==> config.mk <==
export PLATFORM = sky130hd
export DESIGN_NAME = instr_fetch
export DESIGN_NICKNAME = d
export VERILOG_FILES = /design/src/rtl/instr_fetch.sv
export SDC_FILE = /design/constraint.sdc
export NUM_CORES = 1
export LEC_CHECK = 0
export CAP_MARGIN = 20
export CORE_ASPECT_RATIO = 1.2
export CORE_MARGIN = 1
export CORE_UTILIZATION = 47
export DETAILED_ROUTE_END_ITERATION = 16
export PLACE_DENSITY_LB_ADDON = 0.15
export SLEW_MARGIN = 10
export SYNTH_ARGS = -nofsm -noshare
export SYNTH_HDL_FRONTEND = slang
export SYNTH_SLANG_ARGS = --single-unit
==> constraint.sdc <==
create_clock -name clk -period 2.8 [get_ports clk]
set_input_delay 0.28 -clock clk [delete_from_list [all_inputs] [get_ports clk]]
set_output_delay 0.28 -clock clk [all_outputs]
set_load 0.05 [all_outputs]
==> src/rtl/instr_fetch.sv <==
// Instruction fetch stage: walks a same-cycle ROM from a launch address and issues
// one registered instruction per advance. Supports stall, branch redirect, and halt.
module instr_fetch #(
    parameter int             A         = 16,
    parameter int             IW        = 9,
    parameter logic [IW-1:0]  HALT_INST = 9'h1FF,
    parameter int             MAX_PC    = 1000
) (
    input  logic          clk,
    input  logic          reset,
    input  logic          start,
    input  logic [A-1:0]  start_addr,
    input  logic          stall,
    input  logic          branch_taken,
    input  logic [A-1:0]  branch_target,
    output logic [A-1:0]  rom_addr,
    input  logic [IW-1:0] rom_data,
    output logic [IW-1:0] instr,
    output logic [A-1:0]  instr_pc,
    output logic          instr_valid,
    output logic          halt,
    output logic [15:0]   fetch_count
);

    typedef enum logic [1:0] {IDLE, RUN, HALTED} state_t;

    state_t        state_q, state_d;
    logic [A-1:0]  pc_q, pc_d;
    logic [IW-1:0] instr_q, instr_d;
    logic [A-1:0]  ipc_q, ipc_d;
    logic          vld_q, vld_d;
    logic [15:0]   cnt_q, cnt_d;
    logic          advance;

    assign advance = !vld_q || !stall;

    always_ff @(posedge clk or negedge reset) begin
        if (!reset) begin
            state_q <= IDLE;
            pc_q    <= '0;
            instr_q <= '0;
            ipc_q   <= '0;
            vld_q   <= 1'b0;
            cnt_q   <= '0;
        end else begin
            state_q <= state_d;
            pc_q    <= pc_d;
            instr_q <= instr_d;
            ipc_q   <= ipc_d;
            vld_q   <= vld_d;
            cnt_q   <= cnt_d;
        end
    end

    always_comb begin
        state_d = state_q;
        pc_d    = pc_q;
        instr_d = instr_q;
        ipc_d   = ipc_q;
        vld_d   = vld_q;
        cnt_d   = cnt_q;
        if (start) begin
            state_d = RUN;
            pc_d    = start_addr;
            vld_d   = 1'b0;
            cnt_d   = '0;
        end else begin
            unique case (state_q)
                RUN: begin
                    // A redirect wins over stall and over either halt condition.
                    if (branch_taken) begin
                        pc_d  = branch_target;
                        vld_d = 1'b0;
                    end else if (advance) begin
                        if (pc_q == A'(MAX_PC)) begin
                            vld_d   = 1'b0;
                            state_d = HALTED;
                        end else begin
                            instr_d = rom_data;
                            ipc_d   = pc_q;
                            vld_d   = 1'b1;
                            cnt_d   = cnt_q + 16'(cnt_q != 16'hFFFF);
                            if (rom_data == HALT_INST) state_d = HALTED;
                            else                       pc_d    = pc_q + A'(1);
                        end
                    end
                end
                // The last issued instruction stays visible until downstream takes it.
                HALTED: if (!stall) vld_d = 1'b0;
                default: ;
            endcase
        end
    end

    assign rom_addr    = pc_q;
    assign instr       = instr_q;
    assign instr_pc    = ipc_q;
    assign instr_valid = vld_q;
    assign fetch_count = cnt_q;
    assign halt        = (state_q != RUN);

endmodule
==> results.py, run 1 <==
metrics = {
    "global_route": {
        "first_global_vias": 2983,
        "antenna_found_initial": 0,
        "grt_max_degree": 43,
        "grt_pass1_wl_um": 14770,
        "grt_usage_pct": 26.39,
        "overflow": 0,
    },
    "sta": {
        "final_max_slew_viol_count": 0,
        "finalSetupViolations": 0,
        "finalCriticalPeriod_ns": 2.612,
        "fmax_mhz": 382.8,
        "fin_crit_sh_pct": 93.29,
        "skew_ns": 0.01270,
        "final.setup.tns_ns": 0,
        "slew_headroom_pct": 63.27,
        "rsz0062_at_grt": "no",
        "hold_viol": 0,
        "tightest_slew_ns": 0.5492,
    },
    "clock_tree": {
        "clk_pin_slew_worst_paths_ns": 0.08,
        "cts_buffers": 9,
        "worstSkewPairLatency_ns": 0.34,
        "clk_path_buf_depth": 2,
        "cts_max_level": 3,
        "cts_tree": "yes",
        "cts_sinks": 60,
        "post_cts_buffers": 0,
        "cts-root-buf": "clkbuf_8",
    },
    "setup_path": {
        "rr_startpoint": "rom_addr[1]",
        "required_ns": 3.03,
        "critPathLaunchType": "register",
        "cp.arrival_ns": 2.84,
        "reg2reg_depth": 6,
        "path_delay_family": "simple AND/OR/NAND/NOR gates",
        "end_kind": "register",
        "critPathMaxFanout": 28,
        "critPathKind": "reg2reg",
        "critPathSlowestCell": "or4_4",
        "critPathBufInv": 1,
        "reg2reg_to": "instr[8]",
        "r2r_setup_slack_ns": 0.19,
        "cpPeakStageDelay_ns": 0.57,
        "crit_chain": "inv_1, ha_1, or4b_4, or4_4, nand3_4, mux2_2",
    },
    "run_status": {
        "status": "finished clean",
    },
    "power_and_ir_drop": {
        "pwr-share-seq_pct": 36.4,
        "p_leak_nw": 1.991,
        "power-per-cell-area_mw_per_mm2": 612.6,
        "p_sw_mw": 1.079,
        "pwr-share-comb_pct": 36.2,
        "p_sw_share_pct": 37.11,
        "p_int_mw": 1.829,
        "clockPowerShare_pct": 27.4,
        "irDropWorstVdd_mv": 0.4802,
    },
    "placement": {
        "place_congestion": 0.8851,
        "io_buffer_count": 104,
        "place.detailed.hpwl_um": 7031,
        "place_area_mm2": 0.004536,
    },
    "worst_hold_path": {
        "worstHoldPathType": "in2async",
    },
    "detailed_routing": {
        "routedWlPerCell_um": 17.29,
        "remaining_drc_errors": 0,
        "ant_nets": 0,
        "drt_iter0_markers": 183,
        "viasPerCell": 5.717,
        "routed_wl_um": 9286,
        "firstDrtPassIters": 4,
        "vias": 3070,
    },
    "die": {
        "core_mm2": 0.006854,
        "die-area_mm2": 0.007472,
        "ioPinCount": 105,
        "die_w_um": 79.08,
        "rows": 33,
        "initial_core_util_pct": 48.89,
        "die_y_um": 94.49,
    },
    "yosys": {
        "synth_common_cells": "dfrtp_1 (60), nand2_1 (29), nor2_1 (25)",
        "ys_ff_latch": 60,
        "synthCells": 323,
        "synth.area.top_cells": "dfrtp_1 (45%), mux2_4 (6.7%), mux2_2 (3.7%)",
        "netlist_area_mm2": 0.003351,
        "async_reset_ff_share_pct": 100.0,
        "synthFlopType": "dfrtp_1",
        "seq_area_frac_synth_pct": 44.81,
        "synth_top_area_share_pct": 44.81,
        "yosysWarnings": 0,
        "yosys.area.top_type": "dfrtp_1",
        "synth_most_common_cell": "dfrtp_1",
        "synth_edf_count": 0,
        "syn-num-nets": 373,
        "avgSynthCellArea_um2": 10.37,
        "yosysUniqueCellTypes": 54,
    },
    "final_layout": {
        "antenna_cells": 0,
        "syn_to_final_growth_pct": 41.67,
        "final_net_count": 495,
        "finish.instance_area_mm2": 0.004747,
        "drive_above_1_share_pct": 16.00,
    },
    "job": {
        "drv_cap": 0,
    },
}
-- metrics by stage --
stage          utilization (%)  power [mW]  setup WS (ns)  std cells  hold slack [ns]
4_1_cts                  69.26       2.929         0.1793        537           0.4126
6_report                 69.26       2.908         0.1878        537           0.4042
5_1_grt                  69.26       3.024        0.08135        537           0.4443
3_3_place_gp             66.17       2.111         0.2623        520           0.2525
2_1_floorplan                -       1.716         0.1297        323         -0.01559
3_5_place_dp             66.17       2.126         0.1831        520           0.2494
-- how the worst max path moves through the flow --
stage | end | from | slack [ns] | cells past startpoint
after floorplan | instr_pc[13] | rom_addr[0] | 0.13 | 7
after global placement | instr_pc[7] | rom_addr[1] | 0.26 | 6
after detailed placement | instr[8] | rom_addr[1] | 0.18 | 6
after CTS | instr[8] | rom_addr[1] | 0.18 | 6
after global routing | instr[8] | rom_addr[1] | 0.08 | 6
final | instr[8] | rom_addr[1] | 0.19 | 6
-- sequential cells by signal, indices dropped and copies added, names as in the netlist --
name / count
instr_pc: 16
state_q: 2
rom_addr: 16
instr_valid: 1
fetch_count: 16
instr: 9
-- cell type report --
type | count | area [um^2]
tap | 87 | 108.9
clock inverter | 5 | 60.06
sequential | 60 | 1501
timing repair buffer | 127 | 1211
fill | 564 | 2107
clock buffer | 11 | 141.4
inverter | 6 | 22.52
multi-input combinational | 241 | 1702
-- power by group through the flow --
stage                     Clock, mW  Combinational (mW)  Sequential (mW)
after floorplan                   0               0.256             1.46
after CTS                     0.812                1.06             1.06
final                         0.797                1.05             1.06
after global placement            0                1.04             1.07
after global routing          0.849                1.10             1.07
after detailed placement          0                1.06             1.07
-- cells in the final DEF (no fill, tap or decap), drive strengths merged, types with 6 or more instances in the layout --
master	instances
clkdlybuf4s50	103
dfrtp	60
nand2	30
mux2	26
nor2	25
buf	23
o21ai	22
a21oi	20
nand4	17
nand3	13
xor2	11
clkbuf	11
and3	7
xnor2	6
inv	6
nor4	6
-- routing by layer --
layer / wire (um) / up-vias / part of all wire, % / GRT usage (%)
met5: 0 / - / 0 / 0
met4: 316 / 0 / 3.4 / 13.79
met3: 461 / 26 / 5.0 / 6.667
met2: 4889 / 109 / 53 / 45.76
met1: 3618 / 1499 / 39 / 29.75
li1: - / 1436 / - / -
-- cells by family (layout without fill, tap and decap cells) --
family	after synthesis	count (layout)	share of synthesized area, %
muxes	31	31	11.91
DFF	60	60	44.81
AOI/OAI and AO/OA	66	66	12.21
buffers and inverters	22	149	4.406
adders and majority gates	4	4	1.494
and+or+nand+nor	123	123	20.72
xor gates and xnor gates	17	17	4.444
-- what timing repair did --
item                      CTS  global route
hold endpoints to repair   18             0
hold buffers                1             0
gates resized for setup     0             0
(Power assumes the default switching activity.)
==> inputs of run 2 (changes only) <==
--- a/config.mk
+++ b/config.mk
@@ -8,7 +8,8 @@
 export CAP_MARGIN = 20
 export CORE_ASPECT_RATIO = 1.2
 export CORE_MARGIN = 1
-export CORE_UTILIZATION = 47
+export CORE_UTILIZATION = 51
+export CTS_CLUSTER_SIZE = 28
 export DETAILED_ROUTE_END_ITERATION = 16
 export PLACE_DENSITY_LB_ADDON = 0.15
 export SLEW_MARGIN = 10
==> constraint.sdc (replaced) <==
create_clock -name clk -period 3.08 [get_ports clk]
set_input_delay 0.308 -clock clk [delete_from_list [all_inputs] [get_ports clk]]
set_output_delay 0.308 -clock clk [all_outputs]
set_load 0.05 [all_outputs]
==> run 2 against run 1 <==
  * Core utilization is 2.9 points higher
  * Design area shrank 2.6%
  * Critical path type unchanged
  * Largest cell class unchanged
  * Register-to-register slack better by 0.10 ns
  * Die area shrank 7.7%
  * Final cell count decreased by 3.0%
  * Critical endpoint is now instr_pc[3]
==> results.py, run 2 (same netlist as run 1, synthesis figures left out) <==
metrics = {
    "clock_tree": {
        "cts-resized-gates": 0,
        "hold_buffers": 1,
        "cts_buffers": 9,
        "cts_max_level": 3,
        "cts_tree": "yes",
        "clk_path_buf_depth": 2,
        "worstSkewPairLatency_ns": 0.33,
        "cts_sinks": 60,
        "cts-root-buf": "clkbuf_8",
        "post_cts_buffers": 0,
        "clk_pin_slew_worst_paths_ns": 0.07,
    },
    "final_layout": {
        "final_net_count": 482,
        "final_common_cell": "clkdlybuf4s50_1",
        "ff_latch_area_mm2": 0.001501,
        "fillCellCount": 505,
        "final_util_pct": 72.15,
        "final_cell_count_no_fill": 521,
        "finish.instance_area_mm2": 0.004622,
        "antenna_cells": 0,
        "layout_common_cells": "clkdlybuf4s50_1 (103), dfrtp_1 (60), nand2_1 (29), nor2_1 (25), a21oi_1 (20)",
        "syn_to_final_growth_pct": 37.94,
        "multi_input_area_mm2": 0.001702,
        "drive_above_1_share_pct": 13.53,
    },
    "placement": {
        "place_inst": 505,
        "place.detailed.hpwl_um": 6720,
        "place_congestion": 0.9023,
        "io_buffer_count": 104,
        "place_area_mm2": 0.004436,
    },
    "sta": {
        "final_max_slew_viol_count": 0,
        "finalCriticalPeriod_ns": 2.791,
        "slew_headroom_pct": 43.15,
        "fmax_mhz": 358.3,
        "rsz0062_at_grt": "no",
        "tightest_slew_ns": 0.8449,
        "skew_ns": 0.005331,
        "final.setup.tns_ns": 0,
        "finalSetupViolations": 0,
        "hold_viol": 0,
        "fin_crit_sh_pct": 90.62,
    },
    "global_route": {
        "grt_pass1_wl_um": 14950,
        "grt_usage_pct": 27.97,
        "first_global_vias": 3005,
        "overflow": 0,
        "antenna_found_initial": 0,
        "grt_max_degree": 48,
    },
    "die": {
        "ioPinCount": 105,
        "die_w_um": 76.00,
        "rows": 32,
        "core_mm2": 0.006406,
        "initial_core_util_pct": 52.30,
        "die-area_mm2": 0.006900,
        "die_y_um": 90.79,
    },
    "setup_path": {
        "required_ns": 3.30,
        "critPathBufInv": 1,
        "critPathLaunchType": "register",
        "end_kind": "register",
        "cp.arrival_ns": 3.01,
        "crit_chain": "inv_1, ha_1, or4b_4, or4_4, nand3_4, mux2_2",
        "critPathSlowestCell": "or4_4",
        "path_delay_family": "simple AND/OR/NAND/NOR gates",
        "rr_startpoint": "rom_addr[0]",
        "reg2reg_to": "instr_pc[3]",
        "reg2reg_depth": 6,
        "critPathMaxFanout": 28,
        "critPathKind": "reg2reg",
        "cpPeakStageDelay_ns": 0.67,
        "r2r_setup_slack_ns": 0.29,
    },
    "run_status": {
        "status": "finished clean",
    },
    "detailed_routing": {
        "ant_nets": 0,
        "viasPerCell": 5.831,
        "drt_iter0_markers": 203,
        "remaining_drc_errors": 0,
        "routedWlPerCell_um": 17.71,
        "firstDrtPassIters": 5,
        "routed_wl_um": 9226,
        "vias": 3038,
    },
    "worst_hold_path": {
        "worstHoldPathType": "in2async",
    },
    "power_and_ir_drop": {
        "pwr-share-seq_pct": 39.0,
        "p_sw_share_pct": 37.71,
        "pwr-share-comb_pct": 36.1,
        "clockPowerShare_pct": 24.9,
        "irDropWorstVdd_mv": 0.3731,
        "p_leak_nw": 1.915,
        "power-per-cell-area_mw_per_mm2": 546.8,
        "p_sw_uw": 952.8,
        "p_int_mw": 1.574,
    },
    "job": {
        "drv_cap": 0,
    },
}
-- run 2: cell types whose count changed in the layout (fill, tap and decap cells not counted) --
cell / previous run / this run
clkbuf_1: 1 / 0
inv_6: 1 / 0
clkinv_4: 1 / 0
clkbuf_8: 10 / 11
clkinvlp_4: 1 / 2
bufinv_16: 1 / 0
buf_4: 22 / 9
clkinv_2: 1 / 2
-- run 2: worst max path at each step --
| stage | from | cells after the start | to | slack [ns] |
|---|---|---|---|---|
| after floorplan | rom_addr[0] | 7 | instr_pc[13] | 0.41 |
| after global placement | rom_addr[0] | 6 | instr_pc[7] | 0.37 |
| after detailed placement | rom_addr[0] | 6 | instr_pc[5] | 0.31 |
| after CTS | rom_addr[0] | 6 | instr[8] | 0.30 |
| after global routing | rom_addr[0] | 6 | instr_pc[7] | 0.18 |
| final | rom_addr[0] | 6 | instr_pc[3] | 0.29 |
-- run 2: layout make-up --
class | instances | share of cell area (%)
clock inverter | 4 | 0.5414
timing repair buffer | 114 | 24.09
multi-input combinational | 241 | 36.82
inverter | 6 | 0.4873
clock buffer | 11 | 3.276
sequential | 60 | 32.49
tap | 85 | 2.301
-- run 2: power groups by stage --
stage	clock network, mW	logic (mW)	registers, mW
final	0.629	0.913	0.985
after global routing	0.675	0.952	0.996
after CTS	0.642	0.918	0.982
after detailed placement	0	0.912	0.995
after global placement	0	0.899	0.993
after floorplan	0	0.233	1.33
-- run 2: layer usage --
layer / vias up / wire, um / global-route usage (%)
met4: 0 / 174 / 12.66
met5: - / 0 / 0
met1: 1483 / 3642 / 32.72
met3: 18 / 521 / 5.455
li1: 1404 / - / -
met2: 133 / 4888 / 49.39
-- run 2: through the flow --
stage | hold slack (ns) | worst slack [ns] | power [mW]
floorplan | 0.01241 | 0.4097 | 1.560
global route | 0.4318 | 0.1761 | 2.623
global placement | 0.2174 | 0.3702 | 1.892
CTS | 0.4129 | 0.3009 | 2.542
finish | 0.4062 | 0.2890 | 2.527
detailed placement | 0.2314 | 0.3064 | 1.907
==> inputs of run 3 (changes only) <==
--- a/config.mk
+++ b/config.mk
@@ -11,7 +11,9 @@
 export CORE_UTILIZATION = 51
 export CTS_CLUSTER_SIZE = 28
 export DETAILED_ROUTE_END_ITERATION = 16
+export HOLD_SLACK_MARGIN = 0.06
 export PLACE_DENSITY_LB_ADDON = 0.15
+export SETUP_SLACK_MARGIN = 0.2
 export SLEW_MARGIN = 10
 export SYNTH_ARGS = -nofsm -noshare
 export SYNTH_HDL_FRONTEND = slang
==> run 3 against run 2 <==
  * Critical path depth is the same
  * Design area is 0.22% higher
  * Largest cell class unchanged
  * Combinational power is essentially flat
  * Count of clock-buffer cells in the layout stayed put
  * Flip-flop and latch count unchanged
  * Final cell count grew 0.19%
  * Global-route usage unchanged
  * Core utilization is 0.16 points higher
  * Sequential share of layout area shrank 0.070 points
  * Register-to-register slack better by 0.06 ns
==> results.py, run 3 (same netlist as run 1, synthesis figures left out) <==
metrics = {
    "sta": {
        "fin_crit_sh_pct": 88.68,
        "fin_ws_ns": 0.3487,
        "finalSetupViolations": 0,
        "slew_headroom_pct": 42.97,
        "fmax_mhz": 366.1,
        "rsz0062_at_grt": "no",
        "tightest_slew_ns": 0.8476,
        "timing.hold.ws_ns": 0.4039,
        "hold_viol": 0,
        "finalCriticalPeriod_ns": 2.731,
        "final.setup.tns_ns": 0,
        "skew_ns": 0.005315,
        "final_max_slew_viol_count": 0,
    },
    "power_and_ir_drop": {
        "irDropWorstVdd_mv": 0.3737,
        "p_total_mw": 2.529,
        "p_leak_nw": 1.918,
        "power-per-cell-area_mw_per_mm2": 546.1,
    },
    "detailed_routing": {
        "drt_iter0_markers": 191,
        "routed-wl-met3_um": 433,
        "routed_wl_um": 9299,
        "top_layer": "met4",
        "viasPerCell": 5.831,
        "vias": 3044,
        "wl_met1_um": 3755,
        "remaining_drc_errors": 0,
        "ant_nets": 0,
        "routedWlPerCell_um": 17.81,
        "dr_wl_met2_um": 4893,
        "firstDrtPassIters": 4,
    },
    "placement": {
        "place_congestion": 0.9023,
        "place_area_mm2": 0.004436,
        "preCtsSetupSlack_ns": 0.3064,
        "place.detailed.hpwl_um": 6720,
        "place_inst": 505,
        "io_buffer_count": 104,
    },
    "die": {
        "die_w_um": 76.00,
        "ioPinCount": 105,
        "initial_core_util_pct": 52.30,
        "die_y_um": 90.79,
        "rows": 32,
        "die-area_mm2": 0.006900,
        "core_mm2": 0.006406,
    },
    "global_route": {
        "overflow": 0,
        "grt_usage_pct": 27.97,
        "grt_pass1_wl_um": 14950,
        "grt_max_degree": 48,
        "first_global_vias": 3005,
        "antenna_found_initial": 0,
    },
    "setup_path": {
        "required_ns": 3.30,
        "critPathKind": "reg2reg",
        "critPathLaunchType": "register",
        "end_kind": "register",
        "cp.arrival_ns": 2.95,
        "critPathMaxFanout": 14,
    },
    "clock_tree": {
        "clk_path_buf_depth": 2,
        "post_cts_buffers": 0,
        "cts_buffers": 9,
        "cts_tree": "yes",
        "cts-root-buf": "clkbuf_8",
        "cts_sinks": 60,
        "clk_pin_slew_worst_paths_ns": 0.07,
        "cts_max_level": 3,
        "worstSkewPairLatency_ns": 0.34,
    },
    "final_layout": {
        "syn_to_final_growth_pct": 38.24,
        "layout_common_cells": "clkdlybuf4s50_1 (103), dfrtp_1 (60), nand2_1 (29), nor2_1 (25), a21oi_1 (20)",
        "ff_latch_area_mm2": 0.001501,
        "fillCellCount": 504,
        "final_util_pct": 72.30,
        "multi_input_area_mm2": 0.001712,
        "finish.instance_area_mm2": 0.004632,
        "final_net_count": 483,
        "final_common_cell": "clkdlybuf4s50_1",
        "drive_above_1_share_pct": 13.73,
        "antenna_cells": 0,
        "final_cell_count_no_fill": 522,
    },
    "run_status": {
        "status": "finished clean",
    },
    "job": {
        "drv_cap": 0,
    },
    "worst_hold_path": {
        "worstHoldPathType": "in2async",
    },
}
-- run 3: cell count changes in the layout (fill, tap and decap cells not counted), sizes merged --
| cell | change |
|---|---|
| nand3 | +1 |
-- run 3: final cells by class --
| cell class | count | area share, % |
|---|---|---|
| well taps | 85 | 2.296 |
| inverters | 6 | 0.4862 |
| clock buffers | 11 | 3.269 |
| flip-flops and latches | 60 | 32.41 |
| multi-input cells | 242 | 36.95 |
| repair buffers | 114 | 24.04 |
| clock inverters | 4 | 0.5402 |
-- run 3: worst max-delay path, stage by stage (launching register included) --
cell,delay (ns)
dfrtp_1,0.48
inv_1,0.14
ha_1,0.15
or4b_4,0.47
or4_4,0.68
nand3_2,0.37
mux2_4,0.34
-- run 3: worst paths after layout --
kind	startpoint	to	slack (ns)	depth (start not counted)
max	rom_addr[0]	instr_pc[14]	0.35	6
min	reset	fetch_count[3]	0.40	2
max reg2reg	rom_addr[0]	instr_pc[14]	0.35	6
min reg2reg	instr_pc[0]	instr_pc[0]	0.48	2
max in group asynchronous	reset	instr_pc[9]	1.76	3
min in group clk	instr_pc[0]	instr_pc[0]	0.48	2
-- run 3: report_power, final --
part | internal, mW | total, mW | switching [mW]
Sequential | 0.888 | 0.984 | 0.0968
Combinational | 0.359 | 0.916 | 0.557
Clock | 0.328 | 0.629 | 0.301
Total | 1.57 | 2.53 | 0.955
-- run 3: layer usage --
layer / up-vias / track usage, %
met3: 22 / 5.455
met5: - / 0
met1: 1504 / 32.72
li1: 1411 / -
met2: 107 / 49.39
met4: 0 / 12.66
-- run 3: what timing repair did --
action                                  CTS  global route
endpoints found under the setup margin    0             8
resized for setup                         0             0
hold endpoints to repair                 13             0
hold buffers                              1             0
